**src/rtl/lsu_pkg.sv**
```systemverilog
`default_nettype none
// ============================================================================
// Module  : lsu_pkg
// Purpose : Shared definitions for the load/store unit: funct3 size codes,
//           the sequencer state encoding and the big-endian lane helpers.
// Revision: 1.0 - initial release
// ============================================================================
package lsu_pkg;

  // funct3 size encodings
  localparam logic [2:0] SZ_B  = 3'b000;
  localparam logic [2:0] SZ_H  = 3'b001;
  localparam logic [2:0] SZ_W  = 3'b010;
  localparam logic [2:0] SZ_BU = 3'b100;
  localparam logic [2:0] SZ_HU = 3'b101;

  // Sequencer states
  typedef enum logic [2:0] {
    ST_IDLE     = 3'd0,
    ST_ACCESS   = 3'd1,
    ST_CAPTURE  = 3'd2,
    ST_WRITE    = 3'd3,
    ST_RESP_ERR = 3'd4
  } lsuState_t;

  // Big-endian byte lane: lane 0 is the most significant byte.
  function automatic logic [7:0] laneByte(input logic [31:0] word, input logic [1:0] lane);
    logic [7:0] b;
    case (lane)
      2'b00:   b = word[31:24];
      2'b01:   b = word[23:16];
      2'b10:   b = word[15:8];
      default: b = word[7:0];
    endcase
    return b;
  endfunction

  // Big-endian half lane: addr[1]=0 selects the upper half.
  function automatic logic [15:0] laneHalf(input logic [31:0] word, input logic laneHi);
    return laneHi ? word[15:0] : word[31:16];
  endfunction

  // Bit position of the least significant bit of a byte lane.
  function automatic logic [4:0] laneShift(input logic [1:0] lane);
    return {~lane, 3'b000};
  endfunction

endpackage
`default_nettype wire

```
**src/rtl/lsu_align.sv**
```systemverilog
`default_nettype none
// ============================================================================
// Module  : lsu_align
// Purpose : Combinational data alignment for the load/store unit.
//           Extracts and sign/zero-extends a load lane from a memory word and
//           merges sub-word store data into a memory word (big-endian lanes).
// Ports   : i_size      funct3 of the latched request
//           i_addrLo    byte address bits [1:0]
//           i_rdata     word read from memory
//           i_wdata     store data (only the low half-word can be merged)
//           o_loadData  extended load result
//           o_mergeData read word with the store lane replaced
// Revision: 1.0 - initial release
// ============================================================================
module lsu_align
  import lsu_pkg::*;
(
  input  logic [2:0]  i_size,
  input  logic [1:0]  i_addrLo,
  input  logic [31:0] i_rdata,
  input  logic [15:0] i_wdata,
  output logic [31:0] o_loadData,
  output logic [31:0] o_mergeData
);

  logic [7:0]  w_byte;
  logic [15:0] w_half;
  logic [4:0]  w_byteShift;
  logic [4:0]  w_halfShift;

  always_comb begin
    w_byte      = laneByte(i_rdata, i_addrLo);
    w_half      = laneHalf(i_rdata, i_addrLo[1]);
    w_byteShift = laneShift(i_addrLo);
    w_halfShift = {~i_addrLo[1], 4'b0000};

    case (i_size)
      SZ_B:    o_loadData = {{24{w_byte[7]}}, w_byte};
      SZ_BU:   o_loadData = {24'h000000, w_byte};
      SZ_H:    o_loadData = {{16{w_half[15]}}, w_half};
      SZ_HU:   o_loadData = {16'h0000, w_half};
      default: o_loadData = i_rdata;
    endcase

    // Clear the target lane, then OR in the new data shifted into place.
    case (i_size[1:0])
      2'b00:   o_mergeData = (i_rdata & ~(32'h0000_00FF << w_byteShift))
                           | ({24'h000000, i_wdata[7:0]} << w_byteShift);
      2'b01:   o_mergeData = (i_rdata & ~(32'h0000_FFFF << w_halfShift))
                           | ({16'h0000, i_wdata} << w_halfShift);
      default: o_mergeData = i_rdata;
    endcase
  end

endmodule
`default_nettype wire

```
**src/rtl/load_store_unit.sv**
```systemverilog
`default_nettype none
// ============================================================================
// Module  : load_store_unit
// Purpose : MEM-stage load/store sequencer in front of a word-only memory.
//           One request at a time; sub-word stores are read-modify-write.
//           Loads are lane-extracted and extended; bad accesses are flagged.
// Ports   : clk, rst_n (synchronous, active-low)
//           req_*   request handshake and payload (req_ready high only in IDLE)
//           resp_*  one-cycle completion pulse with data and error flag
//           mem_*   word-aligned memory strobes, address, write data, read data
//           stat_*  load/store/error counters
// Config  : LSU_STATS_EN - when defined, stat_* are saturating counters;
//           otherwise they are tied to zero.
// Revision: 1.0 - initial release
// ============================================================================
module load_store_unit
  import lsu_pkg::*;
#(
  parameter int MEM_WORDS = 32,
  parameter int CNT_W     = 16
) (
  input  logic             clk,
  input  logic             rst_n,
  input  logic             req_valid,
  output logic             req_ready,
  input  logic             req_write,
  input  logic [2:0]       req_size,
  input  logic [31:0]      req_addr,
  input  logic [31:0]      req_wdata,
  output logic             resp_valid,
  output logic [31:0]      resp_rdata,
  output logic             resp_err,
  output logic [31:0]      mem_addr,
  output logic [31:0]      mem_wdata,
  output logic             mem_read,
  output logic             mem_write,
  input  logic [31:0]      mem_rdata,
  output logic [CNT_W-1:0] stat_loads,
  output logic [CNT_W-1:0] stat_stores,
  output logic [CNT_W-1:0] stat_errs
);

  localparam logic [31:0] c_ADDR_LIMIT = 32'(MEM_WORDS) << 2;

  lsuState_t   r_state;
  logic        r_write;
  logic [2:0]  r_size;
  logic [1:0]  r_addrLo;
  logic [31:0] r_memAddr;
  logic [31:0] r_memWdata;
  logic        r_respValid;
  logic [31:0] r_respRdata;
  logic        r_respErr;

  logic        w_sizeLegal;
  logic        w_misaligned;
  logic        w_outOfRange;
  logic        w_reqError;
  logic        w_isWordStore;
  logic [31:0] w_loadData;
  logic [31:0] w_mergeData;

  // Request legality check on the incoming (not yet latched) request.
  always_comb begin
    w_sizeLegal  = 1'b1;
    w_misaligned = 1'b0;
    case (req_size)
      SZ_B, SZ_BU: w_misaligned = 1'b0;
      SZ_H, SZ_HU: w_misaligned = req_addr[0];
      SZ_W:        w_misaligned = |req_addr[1:0];
      default:     w_sizeLegal  = 1'b0;
    endcase
    w_outOfRange = (req_addr >= c_ADDR_LIMIT);
    w_reqError   = !w_sizeLegal || w_misaligned || w_outOfRange;
  end

  assign w_isWordStore = r_write && (r_size == SZ_W);

  lsu_align u_align (
    .i_size      (r_size),
    .i_addrLo    (r_addrLo),
    .i_rdata     (mem_rdata),
    .i_wdata     (r_memWdata[15:0]),
    .o_loadData  (w_loadData),
    .o_mergeData (w_mergeData)
  );

  always_ff @(posedge clk) begin
    if (!rst_n) begin
      r_state     <= ST_IDLE;
      r_write     <= 1'b0;
      r_size      <= SZ_B;
      r_addrLo    <= 2'b00;
      r_memAddr   <= 32'h0;
      r_memWdata  <= 32'h0;
      r_respValid <= 1'b0;
      r_respRdata <= 32'h0;
      r_respErr   <= 1'b0;
    end else begin
      r_respValid <= 1'b0;
      r_respErr   <= 1'b0;
      case (r_state)
        ST_IDLE: begin
          if (req_valid) begin
            r_write    <= req_write;
            r_size     <= req_size;
            r_addrLo   <= req_addr[1:0];
            r_memAddr  <= {req_addr[31:2], 2'b00};
            // Raw store data; a sub-word store overwrites this with the merged word.
            r_memWdata <= req_wdata;
            r_state    <= w_reqError ? ST_RESP_ERR : ST_ACCESS;
          end
        end
        ST_ACCESS: begin
          if (w_isWordStore) begin
            r_respValid <= 1'b1;
            r_respRdata <= 32'h0;
            r_state     <= ST_IDLE;
          end else begin
            r_state <= ST_CAPTURE;
          end
        end
        ST_CAPTURE: begin
          if (r_write) begin
            r_memWdata <= w_mergeData;
            r_state    <= ST_WRITE;
          end else begin
            r_respValid <= 1'b1;
            r_respRdata <= w_loadData;
            r_state     <= ST_IDLE;
          end
        end
        ST_WRITE: begin
          r_respValid <= 1'b1;
          r_respRdata <= 32'h0;
          r_state     <= ST_IDLE;
        end
        ST_RESP_ERR: begin
          r_respValid <= 1'b1;
          r_respErr   <= 1'b1;
          r_respRdata <= 32'h0;
          r_state     <= ST_IDLE;
        end
        default: r_state <= ST_IDLE;
      endcase
    end
  end

  // Strobes come straight from registered state, never from the request inputs.
  assign req_ready  = (r_state == ST_IDLE);
  assign mem_read   = (r_state == ST_ACCESS) && !w_isWordStore;
  assign mem_write  = (r_state == ST_WRITE) || ((r_state == ST_ACCESS) && w_isWordStore);
  assign mem_addr   = r_memAddr;
  assign mem_wdata  = r_memWdata;
  assign resp_valid = r_respValid;
  assign resp_rdata = r_respRdata;
  assign resp_err   = r_respErr;

`ifdef LSU_STATS_EN
  logic [CNT_W-1:0] r_statLoads;
  logic [CNT_W-1:0] r_statStores;
  logic [CNT_W-1:0] r_statErrs;

  // r_write still describes the completing request on the resp_valid cycle,
  // even if a new request is latched on the same edge.
  always_ff @(posedge clk) begin
    if (!rst_n) begin
      r_statLoads  <= '0;
      r_statStores <= '0;
      r_statErrs   <= '0;
    end else if (r_respValid) begin
      if (r_respErr) begin
        if (!(&r_statErrs)) r_statErrs <= r_statErrs + 1'b1;
      end else if (r_write) begin
        if (!(&r_statStores)) r_statStores <= r_statStores + 1'b1;
      end else begin
        if (!(&r_statLoads)) r_statLoads <= r_statLoads + 1'b1;
      end
    end
  end

  assign stat_loads  = r_statLoads;
  assign stat_stores = r_statStores;
  assign stat_errs   = r_statErrs;
`else
  assign stat_loads  = '0;
  assign stat_stores = '0;
  assign stat_errs   = '0;
`endif

endmodule
`default_nettype wire
```
**config.mk**
```make
export PLATFORM = sky130hd
export DESIGN_NAME = load_store_unit
export DESIGN_NICKNAME = d
export VERILOG_FILES = /design/src/rtl/lsu_pkg.sv /design/src/rtl/lsu_align.sv /design/src/rtl/load_store_unit.sv
export SDC_FILE = /design/constraint.sdc
export NUM_CORES = 1
export LEC_CHECK = 0
export CAP_MARGIN = 20
export CORE_UTILIZATION = 38
export CTS_CLUSTER_SIZE = 25
export DETAILED_ROUTE_END_ITERATION = 10
export PLACE_DENSITY = 0.81
export SYNTH_ARGS = -nofsm -noshare
export SYNTH_HDL_FRONTEND = slang
export SYNTH_SLANG_ARGS = --single-unit
```
**constraint.sdc**
```tcl
create_clock -name clk -period 1.7 [get_ports clk]
set_input_delay 0.425 -clock clk [delete_from_list [all_inputs] [get_ports clk]]
set_output_delay 0.425 -clock clk [all_outputs]
set_load 0.05 [all_outputs]
```
==> results.cfg <==
[pwr]
finalPower_mw = 6.89
p_per_area_mw_per_mm2 = 771
ir_drop_uv = 799
power_leakage_nw = 3.61

[worst_setup_path]
worstSetupStartpointType = flip-flop
cp.required_ns = 1.27
r2r_slack_ns = 0.05
r2r_start = r_size[1]
cp_max_fo = 3
r2r_cells = 5
crit_buf_inv = 1
r2r-end = resp_rdata[31]
cp_slowest_cell = dfxtp_1
cp_top_family = simple AND/OR/NAND/NOR gates
arrival_ns = 1.29
critPathKind = reg2out
slowest_delay_ns = 0.32
crit_chain = nand4bb_4 > nand2_1 > nor2_4 > buf_12
worst_setup_path_end_kind = output pin

[job]
cap_violations = 0

[sta]
max_freq_mhz = 582
setup_violations = 2
report.final.slew_viol_count = 0
rsz0062_at_grt = yes
hold_viol = 0
post-route-period-util_pct = 101
period_needed_ns = 1.72
fin_ws_ns = -0.0180
clock-skew-final_ns = 0.00885

[grt]
grtUsageTotal_pct = 25.5
grt_pass1_wl_um = 29400
top_usage_layer = met2
grt_pass1_vias = 5583
use_met1_pct = 30.9
grt_max_degree = 33
gr-total-overflow = 0
grtUsageMet2_pct = 42.5
use_met3_pct = 7.11
antenna_found_initial = 0

[clocking]
cts_root_buffer = clkbuf_16
hold_buffers = 0
clkLatencyLatePin_ns = 0.36
clock-sinks = 105
cts_made_buffers = 9
clkTransAtPathRegs_ns = 0.07
clockBufferDepth = 2
ctsHtreeMaxLevel = 3
tritoncts = done

[yosys]
synth_xor_area_share_pct = 0.159
synth.avg_cell_area_um2 = 8.30
synth.area.mux_share_pct = 4.83
synth_edf_count = 0
syn_inst = 665
async_flop_share_pct = 0
synth_simple_gate_area_share_pct = 18.8
synth_seq_area_share_pct = 38.1
synth_compound_area_share_pct = 25.9
yosysUniqueCellTypes = 56
ys_ff_latch = 105
synth_ff_type = dfxtp_1
netlist_area_mm2 = 0.00552
synthAdderAreaFrac_pct = 0
synth_top_family_by_area = compound AO/OA/AOI/OAI gates
ys_warn_count = 0

[placement]
portBuffers = 201
post-dp-hpwl_um = 14500
pre_cts_slack_ns = -0.508
place_congestion = 0.918

[finish]
finalNetCount = 1018
area_delta_synth_final_pct = 61.8
diodes = 0
drive_gt1_share_pct = 27.9

[floorplan]
die_x_um = 123
start_util_pct = 39.3
die_y_um = 123
fp-row-count = 43
ios = 252
die-area_mm2 = 0.0150
coreArea_mm2 = 0.0140

[routing]
wl_per_cell_um = 17.6
vias = 5984
drtAntennaViolNets = 0
remaining_drc_errors = 0
drtIter0Drc = 435
first_pass_iters = 6
routed_wl_um = 19400
drt-vias-per-instance = 5.44

[status]
failed_checks = negative setup slack
outcome = complete, but fails checks

[worst_hold_path]
hold_depth = 2
holdCritPathClass = reg2reg
min_to = mem_addr[2]
min_from = mem_addr[2]
-- what timing repair did --
action                     CTS  global route
setup endpoints to repair   32            55
resized for setup           26            32
pin swaps                    4             5
setup buffers                5             4
gates cloned                 1             0
-- cells in the final DEF, fill, tap and decap left out, drive strengths merged, types with 15 or more instances in the layout --
cell type / instances
buf: 185
dfxtp: 105
clkdlybuf4s50: 97
nand2: 96
a21oi: 54
conb: 50
o21ai: 44
nor2: 39
o2bb2ai: 35
inv: 20
a211oi: 17
mux2i: 15
-- how the worst max path moves through the flow --
stage	slack [ns]	end	from	cells after the start
after floorplan	-0.06	mem_read	r_size[2]	3
after detailed placement	-0.51	resp_rdata[12]	mem_rdata[23]	6
after global placement	-0.45	resp_rdata[11]	mem_rdata[23]	6
after global routing	-0.05	mem_read	r_size[2]	4
after CTS	-0.01	mem_write	r_state[2]	4
final	-0.02	mem_read	r_size[2]	4
-- power by group --
part | leakage [nW] | total, mW | internal (mW) | switching, mW
Clock | 0.154 | 2.19 | 1.17 | 1.02
Sequential | 0.862 | 2.69 | 2.57 | 0.123
Combinational | 2.59 | 2.01 | 0.826 | 1.18
-- synthesized netlist by cell type, drive strengths merged (5+ instances only) --
| master | n | area, um^2 |
|---|---|---|
| or2 | 6 | 37.5 |
| and3 | 10 | 62.6 |
| a21oi | 54 | 270 |
| a32oi | 5 | 43.8 |
| nand3b | 7 | 52.6 |
| buf | 68 | 490 |
| dfxtp | 105 | 2100 |
| nor4 | 5 | 31.3 |
| o2bb2ai | 35 | 307 |
| o2111a | 6 | 67.6 |
| nor3 | 5 | 35.0 |
| or3 | 14 | 87.6 |
| mux2i | 15 | 154 |
| o21ai | 44 | 220 |
| a31oi | 10 | 62.6 |
| inv | 18 | 67.6 |
| nand4bb | 8 | 90.1 |
| a21boi | 7 | 52.6 |
| o22ai | 8 | 50.1 |
| nand2b | 6 | 37.5 |
| o32ai | 8 | 70.1 |
| nand2 | 96 | 360 |
| nor2 | 39 | 154 |
| clkbuf | 30 | 114 |
| mux2 | 8 | 90.1 |
| a211oi | 17 | 140 |
-- sequential cells by signal, indices dropped and copies added (netlist names) --
register / flops
mem_wdata: 32
resp_valid: 1
r_write: 1
resp_rdata: 32
r_size: 3
resp_err: 1
r_state: 3
mem_addr: 30
r_addrLo: 2
-- cells by family (layout without fill, tap and decap cells) --
family,count (synthesis),in the layout
and+or+nand+nor,209,209
other,1,50
xor gates and xnor gates,1,1
buffers and inverters,116,322
DFF,105,105
AOI/OAI and AO/OA,209,209
muxes,24,24
-- area by class of cell --
type	instances	area, um^2
clock inverters	7	86.3
fillers	1108	5110
flip-flops and latches	105	2110
repair inverters	1	7.51
well taps	180	225
multi-input cells	493	3100
inverters	18	71.3
clock buffers	9	225
repair buffers	287	3110
-- layer usage --
layer  routed length [um]  up-vias  part of all wire, %
li1                     -     2793                    -
met1                 7560     2793                   39
met2                 9400      354                   49
met3                 1900       44                  9.8
met4                  493        0                  2.5
met5                    0        -                    0
-- through the flow --
step | setup TNS, ns | utilization [%] | hold slack (ns) | cells | area (um^2)
2_1_floorplan | -0.0578 | - | 0.479 | 714 | 5720
3_3_place_gp | -18.16 | 59.6 | 0.440 | 1075 | 8370
3_5_place_dp | -22.43 | 59.6 | 0.447 | 1075 | 8370
4_1_cts | -0.0123 | 62.7 | 0.458 | 1096 | 8800
5_1_grt | -0.109 | 63.6 | 0.472 | 1100 | 8930
6_report | -0.0288 | 63.6 | 0.456 | 1100 | 8930
-- worst reg2reg max path, stage by stage (launching register included) --
cell        delay [ns]
dfxtp_1           0.38
buf_4             0.18
buf_4             0.25
clkinvlp_4        0.28
o21ai_0           0.34
o2bb2ai_1         0.12
Note: power is estimated with default switching activity, not from simulation.
